`config.mk`:
```
export PLATFORM = sky130hd
export DESIGN_NAME = imem_boot_loader
export DESIGN_NICKNAME = d
export VERILOG_FILES = /design/src/rtl/riscv_pkg.sv /design/src/rtl/byte_packer.sv /design/src/rtl/imem_boot_loader.sv
export SDC_FILE = /design/constraint.sdc
export NUM_CORES = 1
export LEC_CHECK = 0
export ABC_CLOCK_PERIOD_IN_PS = 2400
export CORE_MARGIN = 4
export CORE_UTILIZATION = 45
export DETAILED_ROUTE_END_ITERATION = 8
export GPL_ROUTABILITY_DRIVEN = 0
export MAX_ROUTING_LAYER = met4
export PLACE_DENSITY = 0.66
export RECOVER_POWER = 100
export SLEW_MARGIN = 25
export SYNTH_ARGS = -nofsm -noshare
export SYNTH_HDL_FRONTEND = slang
export SYNTH_SLANG_ARGS = --single-unit
```
`constraint.sdc`:
```
create_clock -name clk -period 2.4 [get_ports clk]
set_input_delay 0.24 -clock clk [delete_from_list [all_inputs] [get_ports clk]]
set_output_delay 0.24 -clock clk [all_outputs]
set_load 0.03 [all_outputs]
```
`src/rtl/riscv_pkg.sv`:
```
// Shared definitions for the single-cycle RISC-V core and its boot loader.
// Holds the loader state encoding and the frame geometry constants.
package riscv_pkg;

  // Loader states: two header bytes, payload words, trailing checksum,
  // then either a running core or a sticky failure.
  typedef enum logic [2:0] {
    ST_HDR0 = 3'd0,
    ST_HDR1 = 3'd1,
    ST_DATA = 3'd2,
    ST_CSUM = 3'd3,
    ST_RUN  = 3'd4,
    ST_ERR  = 3'd5
  } boot_state_t;

  // Bytes in the little-endian length header.
  localparam int BOOT_LEN_BYTES = 2;

  // Bytes packed into one instruction word.
  localparam int BYTES_PER_WORD = 4;

endpackage

```
`src/rtl/byte_packer.sv`:
```
// byte_packer: assembles four stream bytes, LSB first, into a 32-bit word.
//
// Ports:
//   clk        - system clock
//   rst        - asynchronous active-low reset
//   clear      - synchronous clear of byte phase and partial word
//   shift_en   - accept data_in this cycle
//   data_in    - stream byte
//   word       - assembled word, valid while word_ready is high
//   word_ready - high in the cycle the final byte of a word is shifted in
module byte_packer
  import riscv_pkg::*;
(
  input  logic        clk,
  input  logic        rst,
  input  logic        clear,
  input  logic        shift_en,
  input  logic [7:0]  data_in,
  output logic [31:0] word,
  output logic        word_ready
);

  localparam logic [1:0] LAST_PHASE = 2'(BYTES_PER_WORD - 1);

  logic [1:0]  phase;
  // Only the three earlier bytes need storing; the fourth is taken straight
  // from data_in so the word is complete in the same cycle as its last byte.
  logic [23:0] history;

  // Byte phase and partial-word history advance on every accepted byte.
  // The phase wraps 3 -> 0 naturally, starting the next word.
  always_ff @(posedge clk or negedge rst) begin
    if (!rst) begin
      phase   <= 2'd0;
      history <= 24'd0;
    end else if (clear) begin
      phase   <= 2'd0;
      history <= 24'd0;
    end else if (shift_en) begin
      phase   <= phase + 2'd1;
      history <= {data_in, history[23:8]};
    end
  end

  assign word       = {data_in, history};
  assign word_ready = shift_en && (phase == LAST_PHASE);

endmodule

```
`src/rtl/imem_boot_loader.sv`:
```
// imem_boot_loader: receives a framed byte stream (16-bit word count, payload
// words LSB first, XOR checksum), writes the words sequentially into IMEM and
// holds the core in reset until the checksum has been verified.
//
// Ports:
//   clk        - system clock
//   rst        - asynchronous active-low reset
//   in_valid   - in_byte is valid
//   in_byte    - stream byte
//   in_ready   - loader accepts a byte this cycle
//   reload     - start a new load (honoured only in RUN or ERR)
//   imem_we    - IMEM write strobe, one cycle per word
//   imem_waddr - IMEM word address
//   imem_wdata - instruction word
//   core_rst   - active-high hold for PC, register file and DMEM
//   done       - load verified, core running
//   err        - load failed (length or checksum), sticky until reload
module imem_boot_loader
  import riscv_pkg::*;
#(
  parameter int ADDR_W    = 8,
  parameter int MAX_WORDS = 256
) (
  input  logic              clk,
  input  logic              rst,
  input  logic              in_valid,
  input  logic [7:0]        in_byte,
  output logic              in_ready,
  input  logic              reload,
  output logic              imem_we,
  output logic [ADDR_W-1:0] imem_waddr,
  output logic [31:0]       imem_wdata,
  output logic              core_rst,
  output logic              done,
  output logic              err
);

  localparam int         HDR_BITS = 8 * BOOT_LEN_BYTES;
  localparam logic [HDR_BITS:0] MAX_LEN = (HDR_BITS + 1)'(MAX_WORDS);

  boot_state_t         state;
  logic [7:0]          len_lo;
  logic [7:0]          csum;
  // One bit wider than the address so a full-size frame ends at MAX_WORDS
  // instead of wrapping to zero.
  logic [ADDR_W:0]     word_cnt;
  logic [ADDR_W:0]     n_words;

  logic                xfer;
  logic                restart;
  logic                pk_shift;
  logic                pk_ready;
  logic [31:0]         pk_word;
  logic [HDR_BITS-1:0] hdr_len;
  logic [ADDR_W:0]     cnt_next;

  assign xfer     = in_valid && in_ready;
  assign restart  = reload && ((state == ST_RUN) || (state == ST_ERR));
  assign pk_shift = xfer && (state == ST_DATA);
  assign hdr_len  = {in_byte, len_lo};
  assign cnt_next = word_cnt + {{ADDR_W{1'b0}}, 1'b1};

  byte_packer u_packer (
    .clk        (clk),
    .rst        (rst),
    .clear      (restart),
    .shift_en   (pk_shift),
    .data_in    (in_byte),
    .word       (pk_word),
    .word_ready (pk_ready)
  );

  // Loader FSM. All outputs are registered and change together with the
  // state, so in_ready/core_rst/done/err always describe the current state.
  // The write strobe defaults low so it lasts exactly one cycle per word,
  // while address and data hold their last values between writes.
  always_ff @(posedge clk or negedge rst) begin
    if (!rst) begin
      state      <= ST_HDR0;
      in_ready   <= 1'b1;
      core_rst   <= 1'b1;
      done       <= 1'b0;
      err        <= 1'b0;
      imem_we    <= 1'b0;
      imem_waddr <= '0;
      imem_wdata <= 32'd0;
      word_cnt   <= '0;
      n_words    <= '0;
      csum       <= 8'd0;
      len_lo     <= 8'd0;
    end else begin
      imem_we <= 1'b0;
      case (state)
        ST_HDR0: begin
          if (xfer) begin
            len_lo <= in_byte;
            state  <= ST_HDR1;
          end
        end

        // A length that fits MAX_WORDS also fits ADDR_W+1 bits, so the
        // truncated copy in n_words is exact whenever DATA is entered.
        ST_HDR1: begin
          if (xfer) begin
            if ({1'b0, hdr_len} > MAX_LEN) begin
              state    <= ST_ERR;
              err      <= 1'b1;
              in_ready <= 1'b0;
            end else if (hdr_len == '0) begin
              state <= ST_CSUM;
            end else begin
              n_words <= hdr_len[ADDR_W:0];
              state   <= ST_DATA;
            end
          end
        end

        ST_DATA: begin
          if (xfer) begin
            csum <= csum ^ in_byte;
            if (pk_ready) begin
              imem_we    <= 1'b1;
              imem_waddr <= word_cnt[ADDR_W-1:0];
              imem_wdata <= pk_word;
              word_cnt   <= cnt_next;
              if (cnt_next == n_words) begin
                state <= ST_CSUM;
              end
            end
          end
        end

        ST_CSUM: begin
          if (xfer) begin
            in_ready <= 1'b0;
            if (in_byte == csum) begin
              state    <= ST_RUN;
              done     <= 1'b1;
              core_rst <= 1'b0;
            end else begin
              state <= ST_ERR;
              err   <= 1'b1;
            end
          end
        end

        // IMEM is not cleared on reload; a shorter program leaves the
        // tail of the previous one in place.
        ST_RUN, ST_ERR: begin
          if (restart) begin
            state    <= ST_HDR0;
            in_ready <= 1'b1;
            core_rst <= 1'b1;
            done     <= 1'b0;
            err      <= 1'b0;
            word_cnt <= '0;
            csum     <= 8'd0;
          end
        end

        default: begin
          state    <= ST_ERR;
          err      <= 1'b1;
          done     <= 1'b0;
          core_rst <= 1'b1;
          in_ready <= 1'b0;
        end
      endcase
    end
  end

endmodule

```
# Yosys cells after proc, flatten, opt, wreduce, memory -nomap -nowiden
# Cells that the tools add are included.
# classes
addsub	2
mul	0
div	0
magnitude_cmp	1
n_eq_ne	18
n_shift	0
muxes	42
bitwise_logic	5
n_reduce_logical	21
# ops
operator	count
$mux W24	2
$mux W9	3
$mux W3	8
$mux W1	18
$ne A2 B2 Y1 const B	9
$pmux W9 S2	1
$gt A16 B9 Y1 const B	1
$logic_not A16 Y1	1
$mux W8	2
$pmux W8 S2	1
$pmux W3 S5	1
$reduce_and A4 Y1	3
$add A9 B1 Y9 const B	1
$eq A9 B9 Y1	1
$eq A8 B8 Y1	1
$pmux W1 S4	2
$xor A8 B8 Y8	1
$reduce_and A7 Y1	1
$eq A3 B2 Y1 const B	2
$eq A3 B3 Y1 const B	2
$pmux W1 S3	2
$reduce_and A3 Y1	2
$reduce_and A6 Y1	1
$reduce_and A5 Y1	1
other kinds (13)	22
# totals
reg_bits	108
latch_bits	0
ram_bits	0
mem_bits_ro	0
input_bits	12
out_inout_bits	45
word_cells	103
mem_count	0

# Depth between registers and ports, before layout
# logic_depth
depth_word	6
mapped_depth	7
depth_no_buf	6

# Modules after synthesis
# From an unflattened synthesis, not the netlist that was laid out.
# hier_totals
hier_cells	491
hier_area_um2	4926.0
# by_module_without_submodules
module	n_inst	cells_each	area_per_inst_um2	seq_area_each_um2
imem_boot_loader	1	397	3772.4	2054.5
byte_packer	1	94	1153.6	650.6

# Least setup slack after synthesis
# No wires, ideal clock.
# synth_timing
path_type	register -> register
from	reg word_cnt[0]
to	reg state[0]
setup_time_ns	0.065
t_arrival_ns	1.830
required_time_ns	2.335
slack_ns	0.505
path_stages_with_launch	8
path_buffers	1
synth_period_minus_slack_ns	1.895
cell_sequence	dfrtp_1 > ha_1 > buf_2 > xor3_1 > nor3_1 > o211ai_1 > a2111oi_2 > o211a_1
# synth_via
elab_chain_len	4
# synth_rtl
item	line_no	rtl
start, declared	imem_boot_loader.sv:46	logic [ADDR_W:0] word_cnt;
start signal, assigned	imem_boot_loader.sv:125	word_cnt <= cnt_next;
$add A9 B1 Y9	imem_boot_loader.sv:61	assign cnt_next = word_cnt + {{ADDR_W{1'b0}}, 1'b1};
$eq A9 B9 Y1	imem_boot_loader.sv:126	if (cnt_next == n_words) begin
$ne A2 B1 Y1 (no source line)	--	
$reduce_and A7 Y1 (no source line)	--	
end signal, assigned	imem_boot_loader.sv:127	state <= ST_CSUM;
end signal, assigned	imem_boot_loader.sv:137	state <= ST_RUN;
end signal, assigned	imem_boot_loader.sv:141	state <= ST_ERR;
end, declared	imem_boot_loader.sv:41	boot_state_t state;
# Every way passes these cells.
# A chain may end at the register's enable or synchronous reset.

# Worst setup path after layout
# layout_timing
from	reg len_lo[5]
to	reg n_words[0]
# layout_via
elab_chain_len	3
elab_cells_between_ends	5
# layout_rtl
item	line_no	rtl
start, declared	imem_boot_loader.sv:42	logic [7:0] len_lo;
start signal, assigned	imem_boot_loader.sv:96	len_lo <= in_byte;
$gt A16 B9 Y1 / $logic_not A16 Y1 (equally long branches)	imem_boot_loader.sv:105, imem_boot_loader.sv:109	
$not A1 Y1 (no source line)	--	
$reduce_and A4 Y1 (no source line) (*)	--	
end signal, assigned	imem_boot_loader.sv:112	n_words <= hdr_len[ADDR_W:0];
end, declared	imem_boot_loader.sv:47	logic [ADDR_W:0] n_words;
# Every way passes the cells marked *; elsewhere a longest branch is shown, timed or not.

==> summary.md <==
| Metric | Value |
|---|---|
| DR vias | roughly 3,700 |
| Startpoint types | flip-flop |
| Top FF cell, synth | dfrtp_1 |
| M2 GR Usage | around 29% |
| Setup CP Type | flip-flop to flip-flop |
| Final Setup Violations | 0 |
| Internal | 2.311 mW |
| EDFF count, synth | 0 |
| Most numerous cell in the Yosys netlist | nand2_1 |
| DR DRC count | 0 |
| Max-cap violations | 0 |
| Synth Cell Area | between 4000 and 5000 sq um |
| Post-DR vias/cell | about 5.2 |
| Die ar. | 12,430 sq um |
| Worst-Skew Late Latency | between 300 and 400 ps |
| Crit Path Max Fanout | 9 |
| Row count | 37 |
| Tot GR Track Use | a little under a fifth |
| Clock-pin slew on the worst setup and hold paths | around 110 ps |
| Max incr delay on CP | approximately 470 ps |
| Sequential-to-total area share from yosys stat | a little under three fifths |
| Status | complete, no violations |
| Required time worst endpoint | 2660 ps |
| CP Capture Type | flip-flop |
| RSZ-0062 raised after global routing | no |
| Slowest-stage cell, CP | nor4_1 |
| Initial antenna violation count | 0 |
| Area Overhead vs Synth | 19.28% |
| Die Ht | about 110 um |
| Min cycle time layout | between 2000 and 2500 ps |
| Post-synthesis async set-or-reset flop share | 100.0% |
| Final Hold Fails | 0 |
| Met1 GRT Util | roughly a quarter |
| Peak VDD IR | approximately 0.29 mV |
| Critical-path cell list | nor4_1, a21boi_1, nor3b_1, and2_1, mux2_1 |
| DR pass1 iterations | 4 |
| Final period utilization | 93.41% |
| Worst slew pin tran | a little under 1000 ps |
| Clk pwr share | between 30 and 40% |
| First-pass GRT wire length | between 15 and 20 mm |
| F_max | between 400 and 500 MHz |
| Ranking of synthesized cells by area | dfrtp_1 55%, nand2_1 15%, o21ai_0 3.2% |
| Routed WL | ~11 mm |
| Synth unique cells | 50 |
| Final #Nets | 583 |
| Clk sink count | 108 |
| Critical Path AT | ~2500 ps |
| Clock skew | between 15 and 20 ps |
| Total Power | ~3.0 mW |
| Top cell type's share of synthesized area | a little under three fifths |
| PwrDens | approximately 530 nW/um^2 |
| Gr ovfl total | 0 |
| Layer carrying the most global-route usage | met2 |
| I/O Buffers | 56 |
| Commonest cells in the netlist | 188 x nand2_1, 106 x dfrtp_1, 31 x o21ai_0 |
| Flop pwr share | just under 60% |
| Ports | 57 |
| Core Region | about 10,000 sq um |
| Num CTS Buffers | 9 |
| Initial Utilization | a little under half |
| P_sw | about 730 uW |
| CTS tree | yes |
| Chip width | about 110 um |
| Net Sw Frac | approximately a quarter |
| DP HPWL | around 7.6 mm |
| Setup repair bufs after CTS | 0 |
| Setup TNS | 0 ps |
| R2r setup slk | around 160 ps |
| Drt initial violations | between 200 and 250 |
| Final Util | roughly 55% |
| Post-synthesis register bit count | ~110 |
| Slew margin rel. | between 30% and 40% |
| Leakage Power | 3.014 nW |
| Combinational power share | ~3.1% |
| DRT antenna net count | 0 |
| M3 GR Usage | 2.500% |
| Avg WL per Cell | about 15 um |
| Syn avg cell area | 9.509 sq um |
| Hold Crit Class | flip-flop to flip-flop |
| Syn_nets | 521 |
| CTS H-Tree Depth | 3 |
| Synth warn | 0 |
| Root Buffer | clkbuf_8 |
| Fin. max-slew vios | 0 |
| Clk buf depth | 2 |
| Inserted Diodes | 0 |
| Post-Syn Instances | between 500 and 600 |
| Yosys top cell by area | dfrtp_1 |
| Pin count of the biggest net entering global routing | 67 |
| Share of cells above drive strength 1 | under 10% |
| Vias in the first global route | 3,738 |
## path summary, 6_finish.rpt
path / cells after the start / end / startpoint
worst min register to register: 2 / imem_waddr[3] / imem_waddr[3]
worst max-delay path: 5 / n_words[0] / len_lo[5]
min in group asynchronous: 2 / imem_we / rst
max in group asynchronous: 3 / imem_wdata[31] / rst
worst min-delay path: 2 / imem_waddr[3] / imem_waddr[3]
worst max register to register: 5 / n_words[0] / len_lo[5]
## timing repair
action	CTS	global route
resized for setup	0	0
hold buffers	1	0
endpoints found under the hold margin	15	0
## layout make-up
cell class / count / area (sq um)
clock inverters: 5 / 52.55
inverters: 2 / 7.507
multi-input cells: 368 / 1951
flip-flops and latches: 108 / 2705
repair buffers: 80 / 713.2
clock buffers: 11 / 151.4
fillers: 943 / 4619
well taps: 136 / 170.2
## critical path, delay by kind of cell (launching register included)
family          cells  cell delay, ps
simple gates        3            1140
flops               1             420
mux                 1             360
compound gates      1             200
## kinds of logic after synthesis
logic type | after synthesis | share of synthesized area (%)
multiplexers | 17 | 3.971
XOR/XNOR | 18 | 3.737
buffers and inverters | 31 | 3.374
flip-flops | 108 | 56.11
adder cells (fa/ha/maj) | 2 | 0.5190
AND/OR/NAND/NOR | 272 | 24.47
AO/OA/AOI/OAI | 59 | 7.812
## power groups by stage
| stage | sequential (mW) | combinational [mW] | clock, mW |
|---|---|---|---|
| floorplan | 1.85 | 0.0111 | 0 |
| global placement | 1.85 | 0.0958 | 0 |
| detailed placement | 1.85 | 0.0976 | 0 |
| CTS | 1.82 | 0.0990 | 1.15 |
| global route | 1.82 | 0.106 | 1.23 |
| finish | 1.82 | 0.0929 | 1.13 |
## cells in the final DEF, fill, tap and decap left out, types with 6 or more instances in the layout
master	count
a21oi_1	7
buf_4	11
clkbuf_1	8
clkbuf_8	11
clkdlybuf4s50_1	9
dfrtp_1	106
dlygate4sd3_1	47
mux2_1	9
mux2_2	8
nand2_1	188
nand3_1	29
nor2_1	21
nor4_1	6
o21ai_0	34
xnor2_1	12
## routing by layer
| metal | share of wire [%] | wire, um | up-vias |
|---|---|---|---|
| li1 | - | - | 1815 |
| met1 | 48 | 5142 | 1807 |
| met2 | 47 | 5070 | 72 |
| met3 | 3.8 | 405 | 14 |
| met4 | 1.3 | 141 | 0 |
| met5 | 0 | 0 | - |
## registers in the layout (all words and copies together), names as in the netlist
name and cells:
imem_wdata 32, u_packer.history 24, n_words 9, word_cnt 9, csum 8, imem_waddr 8
len_lo 8, state 3, u_packer.phase 2, core_rst 1, done 1, err 1
imem_we 1, in_ready 1
## metrics by stage
| stage | hold WS (ps) | area [sq um] | cells | setup WS, ps |
|---|---|---|---|---|
| after global placement | 115.9 | 5584 | 693 | 52.43 |
| final | 474.6 | 5751 | 710 | 158.1 |
| after detailed placement | 120.4 | 5584 | 693 | 21.07 |
| after global routing | 502.0 | 5751 | 710 | 81.66 |
| after CTS | 244.2 | 5798 | 710 | 178.5 |
| after floorplan | -55.59 | 4821 | 507 | 504.6 |
No activity file was read; power rests on OpenSTA's default activity.
